--- config.mk ---
export PLATFORM = sky130hd
export DESIGN_NAME = mem_copy_8bit
export DESIGN_NICKNAME = d
export VERILOG_FILES = /design/src/rtl/mem_copy_8bit.sv
export SDC_FILE = /design/constraint.sdc
export NUM_CORES = 1
export LEC_CHECK = 0
export CAP_MARGIN = 15
export CORE_ASPECT_RATIO = 1.1
export CORE_MARGIN = 5
export CORE_UTILIZATION = 31
export CTS_BUF_LIST = sky130_fd_sc_hd__clkbuf_16
export CTS_CLUSTER_DIAMETER = 50
export CTS_CLUSTER_SIZE = 25
export DETAILED_ROUTE_END_ITERATION = 7
export GPL_TIMING_DRIVEN = 1
export PLACE_DENSITY = 0.5
export SYNTH_ARGS = -nofsm -noshare
export SYNTH_HDL_FRONTEND = slang
export SYNTH_SLANG_ARGS = --single-unit
--- constraint.sdc ---
create_clock -name clk -period 3.1 [get_ports clk]
set_clock_uncertainty 0.05 [all_clocks]
set_input_delay 0.465 -clock clk [delete_from_list [all_inputs] [get_ports clk]]
set_output_delay 0.465 -clock clk [all_outputs]
set_load 0.02 [all_outputs]
--- src/rtl/mem_copy_8bit.sv ---
// mem_copy_8bit: byte-serial block copy engine acting as the initiator on an
// 8-bit single-port RAM. On start it copies len bytes from src to dst (strictly
// forward, addresses wrap modulo 256) and then pulses done for one cycle.
// Every output is a register: the next-state logic computes the value each
// output must carry in the state being entered, and the flops present it for
// the whole of that state's cycle.
// RD_LAT selects the RAM read latency (0 = combinational read, 1 = registered).
// The file also holds mem_copy_8bit_checker, a protocol checker meant to be
// instantiated beside the engine in simulation.

module mem_copy_8bit #(
    parameter int RD_LAT = 0
) (
    input  logic       clk,
    input  logic       rst,
    input  logic       start,
    input  logic [7:0] src_addr,
    input  logic [7:0] dst_addr,
    input  logic [7:0] len,
    output logic       busy,
    output logic       done,
    output logic       ram_we,
    output logic [7:0] ram_addr,
    output logic [7:0] ram_wdata,
    input  logic [7:0] ram_rdata
);

    localparam logic [2:0] ST_IDLE = 3'd0;
    localparam logic [2:0] ST_RD   = 3'd1;
    localparam logic [2:0] ST_WAIT = 3'd2;
    localparam logic [2:0] ST_WR   = 3'd3;
    localparam logic [2:0] ST_DONE = 3'd4;

    // A registered-read RAM needs one extra cycle between address and data.
    localparam bit HAS_WAIT = (RD_LAT == 1);

    logic [2:0] state_r, state_s;
    logic [7:0] src_r, src_s;
    logic [7:0] dst_r, dst_s;
    logic [7:0] len_r, len_s;
    logic [7:0] idx_r, idx_s;
    logic [7:0] idx_inc_s;
    logic       busy_r, busy_s;
    logic       done_r, done_s;
    logic       we_r, we_s;
    logic [7:0] addr_r, addr_s;
    logic [7:0] wdata_r, wdata_s;

    assign busy      = busy_r;
    assign done      = done_r;
    assign ram_we    = we_r;
    assign ram_addr  = addr_r;
    assign ram_wdata = wdata_r;

    // Index of the byte that follows the one just written; len <= 255 so the
    // index reaches len before it could wrap.
    always_comb begin
        idx_inc_s = idx_r + 8'd1;
    end

    // Next state plus the output values that belong to the state being entered.
    always_comb begin
        state_s = state_r;
        src_s   = src_r;
        dst_s   = dst_r;
        len_s   = len_r;
        idx_s   = idx_r;
        busy_s  = 1'b0;
        done_s  = 1'b0;
        we_s    = 1'b0;
        addr_s  = 8'h00;
        wdata_s = wdata_r;

        case (state_r)
            ST_IDLE: begin
                if (start) begin
                    src_s = src_addr;
                    dst_s = dst_addr;
                    len_s = len;
                    idx_s = 8'd0;
                    if (len != 8'd0) begin
                        state_s = ST_RD;
                        busy_s  = 1'b1;
                        addr_s  = src_addr;
                    end else begin
                        state_s = ST_DONE;
                        done_s  = 1'b1;
                    end
                end else begin
                    state_s = ST_IDLE;
                end
            end

            ST_RD: begin
                busy_s = 1'b1;
                if (HAS_WAIT) begin
                    // Keep the source address on the bus while the RAM registers it.
                    state_s = ST_WAIT;
                    addr_s  = src_r + idx_r;
                end else begin
                    // Read data is valid now; capture it as the write byte.
                    state_s = ST_WR;
                    we_s    = 1'b1;
                    addr_s  = dst_r + idx_r;
                    wdata_s = ram_rdata;
                end
            end

            ST_WAIT: begin
                state_s = ST_WR;
                busy_s  = 1'b1;
                we_s    = 1'b1;
                addr_s  = dst_r + idx_r;
                wdata_s = ram_rdata;
            end

            ST_WR: begin
                idx_s = idx_inc_s;
                if (idx_inc_s == len_r) begin
                    state_s = ST_DONE;
                    done_s  = 1'b1;
                end else begin
                    state_s = ST_RD;
                    busy_s  = 1'b1;
                    addr_s  = src_r + idx_inc_s;
                end
            end

            ST_DONE: begin
                state_s = ST_IDLE;
            end

            default: begin
                state_s = ST_IDLE;
                idx_s   = 8'd0;
            end
        endcase
    end

    // State, captured arguments and output registers; rst aborts a copy at once.
    always_ff @(posedge clk or posedge rst) begin
        if (rst) begin
            state_r <= ST_IDLE;
            src_r   <= 8'h00;
            dst_r   <= 8'h00;
            len_r   <= 8'h00;
            idx_r   <= 8'h00;
            busy_r  <= 1'b0;
            done_r  <= 1'b0;
            we_r    <= 1'b0;
            addr_r  <= 8'h00;
            wdata_r <= 8'h00;
        end else begin
            state_r <= state_s;
            src_r   <= src_s;
            dst_r   <= dst_s;
            len_r   <= len_s;
            idx_r   <= idx_s;
            busy_r  <= busy_s;
            done_r  <= done_s;
            we_r    <= we_s;
            addr_r  <= addr_s;
            wdata_r <= wdata_s;
        end
    end

endmodule


Word level (Yosys, flattened, before mapping)
Index checks and enable logic that the tools add are counted.
- flip-flop bits (word level): 54
- latch bits: 0
- RAM bits: 0
- ROM bits: 0
- input bits: 35
- output and inout port bits: 19
- logic and storage cells: 45
- memories kept: 0
- add/sub/neg operators: 3
- multipliers: 0
- divide/modulo/power cells: 0
- magnitude comparators: 0
- equal/unequal tests: 6
- shift operators: 0
- multiplexer cells: 19
- bitwise operators: 1
- reduce and logical (&&, ||, !) cells: 6
- operators by type and width (cell ; number):
    $pmux 8 s3 ; 2
    $mux 8 ; 4
    $add 8x8->8 ; 2
    $mux 3 ; 3
    $pmux 3 s3 ; 1
    $add 8x1->8 const B ; 1
    $eq 8x8->1 ; 1
    $reduce_bool 8->1 ; 1
    $mux 1 ; 7
    $eq 3x2->1 const B ; 2
    $reduce_and 2->1 ; 2
    $eq 3x1->1 const B ; 1
    $eq 3x3->1 const B ; 1
    $logic_not 3->1 ; 1
    $pmux 1 s3 ; 1
    $reduce_or 3->1 ; 1
    $ne 2x2->1 const B ; 1
    $pmux 1 s2 ; 1
    $reduce_or 2->1 ; 1
    $not 1->1 ; 1

Depth between registers and ports, before layout
Gate-level depths: netlist of run 1.
- depth in word-level cells: 4
- mapped depth: 10
- mapped depth without buffers: 10

Worst setup path before layout of run 1
OpenSTA, ideal clock, no wires.
- path kind: reg2reg
- start: reg idx_r[1]
- end: reg addr_r[7], in the netlist ram_addr[7]
- setup time: 0.104 ns
- arrival time: 2.375 ns
- data required time: 2.946 ns
- path slack: 0.571 ns
- stages on the path, launching flop included: 11
- path buffers: 0
- period minus slack after synthesis: 2.529 ns
- cells stage by stage: dfrtp_1 > ha_1 > xnor2_1 > inv_1 > ha_1 > a21oi_1 > a21boi_0 > o21a_1 > o41a_1 > xnor2_1 > o311ai_1
- longest elaborated chain between the ends: 4
- elaborated cells between the ends (all ways): 6
- classes of those cells: add/sub (3); eq/ne (1); mux (2)
- ends and longest elaborated chain (element ; RTL line ; text):
    start, declared ; 41 ; logic [7:0] idx_r, idx_s;
    start signal, assigned ; 158 ; idx_r <= idx_s;
    $add 8x1->8 ; 58 ; idx_inc_s = idx_r + 8'd1;
    $add 8x8->8 or $eq 8x8->1 (tied branches) ; 125, 119 ;
    $mux 8 ; 119 ; if (idx_inc_s == len_r) begin
    $pmux 8 s3 (*) ; 74 ; case (state_r)
    named net addr_s[7] ; 46 ; logic [7:0] addr_r, addr_s;
    end signal, assigned ; 162 ; addr_r <= addr_s;
    end, declared ; 46 ;
Mark *: on every way through the listed nets, which the timed path passes. The rest lies on a longest branch.
A chain may end at the register's enable or synchronous reset.

Worst setup path after layout of run 1
Ends and elaborated chain as after synthesis.

==> results_dict.tcl, run 1 <==
set metrics [dict create \
    ir_worst_vdd_uv 330.0 \
    syn_nets 312 \
    yosys_warnings 0 \
    multi_input_area_um2 1540 \
    timing.fmax_mhz 366.0 \
    dpl.cell_count 424 \
    nNetsFinal 368 \
    finalSetupViolCount 0 \
    hold_viol_final 0 \
    cellLeakagePower_nw 1.609 \
    pin_count 54 \
    rows 37 \
    syn_area_um2 2945 \
    worstSetupPathType "flop to flop" \
    finalPower_mw 3.902 \
    grt_pass1_wl_um 11400 \
    seq_area_um2 1326 \
    gp_congestion 0.8070 \
    drive_gt1_share_pct 17.46 \
    p_per_area_nw_per_um2 1037 \
    required_ns 3.24 \
    chipWidth_um 102.9 \
    die_y_um 112.2 \
    clock-sinks 53 \
    first_global_vias 2229 \
    finalCriticalPeriod_ns 2.732 \
    cts_resized 0 \
    diodes 0 \
    fill_cells 919 \
    dp_hpwl_um 5195 \
    drt-total-wl_um 6909 \
    final_max_slew_viol_count 0 \
    cp_max_fo 6 \
    synth-seq-cells 53 \
    synth-edff-count 0 \
    worstSkewPairLatency_ns 0.29 \
    hold_path_class "flop to flop" \
    drc 0 \
    grt_overflow 0 \
    ys.flop_type "dfrtp_1" \
    drtPass1Iterations 4 \
    yosysMostFrequentCell "dfrtp_1" \
    synth_largest_area_cell "dfrtp_1" \
    rsz0062_at_grt "no" \
    h-tree-depth 2 \
    endpoint_kind "flop" \
    status "finished clean" \
    core-area_um2 9305 \
    ant_nets 0 \
    worst_pin_slew_ns 0.8029 \
    synthDistinctLibCells 47 \
    async_flop_share_pct 100.0 \
    cp-start-kind "flop" \
    portBuffers 53 \
    period_share_pct 88.13 \
    yosysSeqAreaShare_pct 45.03 \
    setup_tns_ns 0 \
    post-cts-setup-buffers 0 \
    tritoncts "built" \
    num_vias 2157 \
    root_buffer "clkbuf_16" \
    synthCells 258 \
    dieArea_um2 11550 \
    grt.total_usage_pct 12.53 \
    synth.area.top_cells "dfrtp_1, mux2_2, ha_1" \
    routedWlPerCell_um 15.99 \
    netlist_top_cells_count "dfrtp_1, mux2_2, nand2_1" \
    relSlewSlack_pct 46.27 \
    drv_cap 0 \
    start_util_pct 31.65 \
    antenna_found_initial 0 \
    numCtsBuffers 5 \
    synth_top_area_share_pct 45.03 \
    hold_buffers 0 \
    syn_avg_cell_area_um2 11.42 \
    drtIter0Drc 115 \
    cts_max_path_buffers 2 \
    grt_max_degree 29 \
    viasPerCell 4.993 \
    areaGrowthSynthToFinish_pct 27.74 \
    final_cells 432 \
    crit_arrival_ns 2.87 \
    clk_pin_slew_ns 0.07 \
]
## flip-flops by register name, indices dropped and copies added (netlist names)
register / flops
dst_r: 8
idx_r: 8
len_r: 8
ram_addr: 8
ram_wdata: 8
src_r: 8
state_r: 2
busy: 1
done: 1
ram_we: 1
## metrics by stage
stage	setup WS, ns	utilization (%)	hold slack [ns]	area [um^2]
final	0.3679	40.43	0.4579	3762
after global routing	0.1509	40.43	0.4743	3762
after CTS	0.3615	40.43	0.4630	3762
after detailed placement	0.4030	38.85	0.4453	3615
after global placement	0.4232	38.85	0.4381	3615
after floorplan	0.5707	-	0.4375	2945
## layout make-up
type / instances / area share, %
inverters: 7 / 0.6984
clock inverters: 3 / 0.5986
flip-flops and latches: 53 / 35.25
clock buffers: 5 / 3.326
repair buffers: 59 / 15.30
multi-input cells: 188 / 40.94
well taps: 117 / 3.891
## routing by layer
metal,up-vias,global-route usage (%),wire [um]
li1,1056,-,-
met1,1054,16.93,3234
met2,40,20.45,3333
met3,7,2.362,261
met4,0,3.282,80
met5,-,0,0
## power by group
group          internal [mW]  leakage [nW]  total [mW]  switching (mW)
Sequential              1.01         0.648        1.24           0.232
Clock                  0.300        0.0621       0.563           0.263
Combinational           1.03         0.898        2.10            1.07
Total                   2.34          1.61        3.90            1.56
## critical path, stage by stage (launching register included)
cell and delay [ns]:
dfrtp_1 0.48, ha_1 0.27, xnor2_1 0.27, inv_1 0.10, ha_1 0.31, a21oi_1 0.17
a21boi_0 0.11, o21a_1 0.19, o41a_1 0.33, xnor2_1 0.13, o311ai_1 0.22
## final timing paths
check,to,start,depth (start not counted),slack (ns)
max,ram_addr[7],idx_r[1],10,0.37
min,ram_wdata[0],ram_wdata[0],1,0.46
max reg2reg,ram_addr[7],idx_r[1],10,0.37
min reg2reg,ram_wdata[0],ram_wdata[0],1,0.46
max in group asynchronous,src_r[5],rst,3,1.88
min in group asynchronous,ram_wdata[1],rst,2,0.49
## kinds of logic (layout without fill, tap and decap cells)
| logic type | after synthesis | count (layout) | share of synthesized area [%] |
|---|---|---|---|
| compound gates | 61 | 61 | 14.49 |
| flops | 53 | 53 | 45.03 |
| simple gates | 52 | 52 | 9.219 |
| mux | 31 | 31 | 11.85 |
| xor+xnor | 24 | 24 | 7.604 |
| fa+ha+maj | 20 | 20 | 8.921 |
| buf+inv | 17 | 74 | 2.889 |
## cells in the final DEF (no fill, tap or decap), drive strengths merged, types with 2 or more instances in the layout
cell           synthesis  layout
mux2                  31      31
fa                     2       2
clkdlybuf4s50          0      53
nor4                   4       4
o31ai                  7       7
nor2                  14      14
a21o                   6       6
a32oi                  7       7
clkinvlp               0       3
nand2                 18      18
ha                    17      17
dfrtp                 53      53
o211ai                 3       3
clkbuf                 3       5
a21boi                 2       2
a22o                   3       3
buf                    7       6
a21oi                  9       9
nand3                  8       8
xnor2                 13      13
inv                    7       7
xor2                  10      10
o21ai                 15      15
nor3                   3       3
No activity file was read; power rests on OpenSTA's default activity.
==> run 2, diff against run 1 <==
Settings changed: PLACE_DENSITY 0.5 to 0.52.
Clock period 3.1 ns to 2.4 ns, I/O delays scaled along.
==> run 2 against run 1 <==
  * Final cell count grew 5.3%
  * Clock power is 24% higher
  * Critical path type unchanged
  * Sequential power grew 31%
  * Global-route usage rose by 0.75 points
==> results_dict.tcl, run 2 (synthesis results as in run 1) <==
set metrics [dict create \
    period_share_pct 98.60 \
    seq_area_um2 1330 \
    multi_input_area_um2 1670 \
    finalSetupViolCount 0 \
    diodes 0 \
    pin_count 54 \
    grt.total_usage_pct 13.28 \
    finalCriticalPeriod_ns 2.366 \
    die_y_um 112.2 \
    grt_pass1_wl_um 12120 \
    mostFrequentLayoutCells "clkdlybuf4s50_1, dfrtp_1, mux2_2, buf_4, nand2_1" \
    cp_common_cell "ha_4" \
    core-area_um2 9305 \
    hold_path_class "input pin to asynchronous set/reset pin" \
    grt_most_used_layer "met2" \
    relSlewSlack_pct 59.31 \
    timing.fmax_mhz 422.6 \
    dpl.cell_count 446 \
    routedWlPerCell_um 16.06 \
    nNetsFinal 391 \
    final_max_slew_viol_count 0 \
    hold_viol_final 0 \
    timing.hold.ws_ns 0.3308 \
    required_ns 2.54 \
    portBuffers 53 \
    final_cells 455 \
    root_buffer "clkbuf_16" \
    rsz0062_at_grt "yes" \
    chipWidth_um 102.9 \
    drtPass1Iterations 4 \
    antenna_found_initial 0 \
    drt-total-wl_um 7307 \
    crit_path_top_delay_cell "dfrtp_2" \
    worstSkewPairLatency_ns 0.28 \
    use_met2_pct 21.57 \
    hold_buffers 0 \
    dp_hpwl_um 5600 \
    grt_overflow 0 \
    cpLargestDelayFamily "compound AO/OA/AOI/OAI gates" \
    clk_pin_slew_ns 0.07 \
    ant_nets 0 \
    first_global_vias 2392 \
    grt_max_degree 24 \
    gp_congestion 0.9089 \
    use_met3_pct 2.051 \
    rows 37 \
    drv_cap 0 \
    drtIter0Drc 71 \
    numCtsBuffers 5 \
    tritoncts "built" \
    viasPerCell 4.965 \
    worstSetupPathType "flop to flop" \
    drive_gt1_share_pct 28.99 \
    num_vias 2259 \
    worst-path-buf-inv 1 \
    dieArea_um2 11550 \
    clock-sinks 53 \
    place_ws_ns -0.08351 \
    crit_arrival_ns 2.50 \
    use_met1_pct 17.67 \
    start_util_pct 31.65 \
    worst_pin_slew_ns 0.6081 \
    p_per_area_nw_per_um2 1362 \
    cp_cell_sequence "ha_4 > xnor2_4 > inv_2 > ha_4 > a21oi_4 > a21boi_2 > o21a_1 > o41a_1 > xnor2_1 > o311ai_1" \
    status "finished clean" \
    areaGrowthSynthToFinish_pct 39.38 \
    drc 0 \
    cellLeakagePower_nw 1.739 \
    h-tree-depth 2 \
    cts_max_path_buffers 2 \
    endpoint_kind "flop" \
    setup_tns_ns 0 \
    layout_commonest_cell "clkdlybuf4s50_1" \
    fill_cells 901 \
    cpPeakStageDelay_ns 0.45 \
    cp-start-kind "flop" \
    cp_max_fo 4 \
    ir_worst_vdd_uv 436.9 \
    setup_slack_ns 0.03371 \
]
==> run 2: cell types whose count changed in the layout (fill, tap and decap cells not counted), moves of 3 or more <==
cell     change
buf_12       +3
buf_4       +19
dfrtp_2      +3
dfrtp_1      -3
ha_1         -5
ha_4         +5
a21oi_1      -3
==> run 2: report_power, final <==
group	total [mW]	switching, mW	internal [mW]
Sequential	1.62	0.305	1.31
Clock	0.698	0.314	0.383
Combinational	3.27	1.54	1.73
==> run 2: final timing paths <==
kind / from / to / slack (ns) / depth (start not counted)
setup / recovery: idx_r[1] / ram_addr[7] / 0.03 / 10
max in group asynchronous: rst / ram_addr[6] / 1.39 / 3
hold / removal: rst / ram_addr[7] / 0.33 / 2
hold reg to reg: ram_wdata[2] / ram_wdata[2] / 0.46 / 1
setup reg to reg: idx_r[1] / ram_addr[7] / 0.03 / 10
min in group clk: ram_wdata[2] / ram_wdata[2] / 0.46 / 1
==> run 2: per-stage QoR <==
stage               instance area, um^2  utilization (%)  power [mW]
finish                             4105            44.12       5.590
global route                       4105            44.12       6.059
CTS                                4009            43.08       5.461
detailed placement                 3830            41.16       4.654
global placement                   3830            41.16       4.622
floorplan                          2958                -       3.481
==> run 2: final cells by class <==
class	count	share of cell area, %
multi-input cells	188	40.69
flip-flops and latches	53	32.40
repair buffers	82	19.23
well taps	117	3.566
clock buffers	5	3.048
inverters	7	0.6400
clock inverters	3	0.4267
==> run 2: timing repair <==
action / 4_1_cts / 5_1_grt
endpoints found under the setup margin: 2 / 3
buffers inserted: 1 / 0
pin swaps: 1 / 12
resized for setup: 6 / 18
==> run 2: metal layers <==
layer  share of wire, %  up-vias
li1                   -     1103
met1                 45     1092
met2                 48       50
met3                4.0       14
met4                3.1        0
met5                  0        -
==> run 2: worst reg2reg max path: stages, from the launching register on <==
cell and delay (ns):
dfrtp_2 0.45, ha_4 0.20, xnor2_4 0.17, inv_2 0.08, ha_4 0.23, a21oi_4 0.17, a21boi_2 0.07, o21a_1 0.18
o41a_1 0.33, xnor2_1 0.13, o311ai_1 0.21
==> run 3, diff against run 2 <==
Settings changed: PLACE_DENSITY 0.52 to unset.
==> run 3 against run 2 <==
  * Worst hold slack improved by 0.018 ns
  * First-iteration DRC count rose by 52%
  * Fmax rose by 2.7%
  * Largest power group unchanged
==> results_dict.tcl, run 3 (synthesis results as in run 1) <==
set metrics [dict create \
    grt_pass1_wl_um 11720 \
    clk_pin_slew_ns 0.07 \
    portBuffers 53 \
    hold_viol_final 0 \
    routedWlPerCell_um 15.43 \
    hold_path_class "input pin to asynchronous set/reset pin" \
    crit_arrival_ns 2.40 \
    cp-start-kind "flop" \
    endpoint_kind "flop" \
    timing.fmax_mhz 433.8 \
    start_util_pct 31.65 \
    worstSkewPairLatency_ns 0.29 \
    diodes 0 \
    chipWidth_um 102.9 \
    setup_tns_ns 0 \
    reg2reg_slack_ns 0.09 \
    dpl.cell_count 441 \
    core-area_um2 9305 \
    drt-total-wl_um 6958 \
    cts_max_path_buffers 2 \
    drv_cap 0 \
    grt_max_degree 34 \
    cp_cell_sequence "buf_4 > ha_2 > fa_2 > a21o_1 > a311o_1 > a21oi_2 > xnor2_1 > a32oi_1 > o31ai_1" \
    final_max_slew_viol_count 0 \
    r2r-end "ram_addr[6]" \
    cpPeakStageDelay_ns 0.44 \
    finalPower_mw 5.527 \
    viasPerCell 4.978 \
    antenna_found_initial 0 \
    root_buffer "clkbuf_16" \
    grt.total_usage_pct 12.54 \
    fin_util_pct 43.88 \
    ant_nets 0 \
    worst_r2r_path_depth 9 \
    tritoncts "built" \
    first_global_vias 2378 \
    status "finished clean" \
    required_ns 2.50 \
    numCtsBuffers 5 \
    h-tree-depth 2 \
    fin_area_um2 4083 \
    placed_cell_area_um2 3767 \
    cellLeakagePower_nw 1.716 \
    period_share_pct 96.05 \
    pin_count 54 \
    num_vias 2245 \
    drtIter0Drc 108 \
    mostFrequentLayoutCells "clkdlybuf4s50_1, dfrtp_1, mux2_2, buf_4, nand2_1" \
    final_cells 451 \
    nNetsFinal 387 \
    rows 37 \
    dieArea_um2 11550 \
    r2r-start "idx_r[0]" \
    cp_max_fo 4 \
    clock-sinks 53 \
    relSlewSlack_pct 57.77 \
    gp_congestion 0.9193 \
    drive_gt1_share_pct 29.64 \
    layout_commonest_cell "clkdlybuf4s50_1" \
    worstSetupPathType "flop to flop" \
    drc 0 \
    areaGrowthSynthToFinish_pct 38.62 \
    worst_pin_slew_ns 0.6312 \
    die_y_um 112.2 \
    crit_path_top_delay_cell "dfrtp_2" \
    ir_worst_vdd_uv 410.6 \
    p_per_area_nw_per_um2 1354 \
    dp_hpwl_um 5333 \
    finalSetupViolCount 0 \
    grt_overflow 0 \
    finalCriticalPeriod_ns 2.305 \
    drtPass1Iterations 4 \
]
run 3: changes by cell type in the layout (fill, tap and decap cells not counted), sizes merged:
| cell | change |
|---|---|
| buf | -4 |
| inv | +1 |
| clkinv | -1 |
run 3: critical path, delay by kind of cell (launching register included):
family | cells | cell delay [ns]
AO/OA/AOI/OAI | 5 | 0.93
adder cells (fa/ha/maj) | 2 | 0.53
flip-flops | 1 | 0.44
buffers and inverters | 1 | 0.16
XOR/XNOR | 1 | 0.07
run 3: where the power goes:
part	switching (mW)	leakage (nW)	internal, mW
logic	1.50	1.00	1.68
clock network	0.342	0.0704	0.393
registers	0.304	0.645	1.31
run 3: final cells by class:
class                      count  area, um^2
multi-input combinational    188        1699
clock buffer                   5       125.1
timing repair buffer          78       730.7
clock inverter                 3       25.02
inverter                       7       26.28
tap                          117       146.4
fill                         874        5223
sequential                    53        1330
run 3: layer usage:
layer	share of wire (%)	vias to the layer above	track usage [%]
met5	0	-	0
met4	1.5	0	3.541
met3	5.3	10	2.672
met2	48	54	20.58
met1	45	1086	16.56
li1	-	1095	-
run 3: worst max-delay path by stage:
stage | from | to | slack (ns) | cells after the start
floorplan | idx_r[1] | ram_addr[7] | 0.005 | 10
CTS | idx_r[1] | ram_addr[6] | 0.0005 | 12
global route | idx_r[0] | ram_addr[6] | -0.02 | 9
finish | idx_r[0] | ram_addr[6] | 0.09 | 9
global placement | idx_r[1] | ram_addr[7] | 0.005 | 10
detailed placement | idx_r[0] | ram_addr[7] | -0.06 | 10
run 3: timing repair:
action                     CTS  global route
pin swaps                    2             9
setup endpoints to repair    2             2
gates resized for setup      8            20
setup buffers                0             2
cloned                       0             0
hold buffers                 0             0
hold endpoints to repair     0             0
run 3: through the flow:
step,hold WS (ns),worst slack (ns)
final,0.3485,0.09481
after global routing,0.4105,-0.01930
after CTS,0.3723,0.0004907
after detailed placement,0.4462,-0.05915
after global placement,0.4389,0.004665
after floorplan,0.4268,0.004740
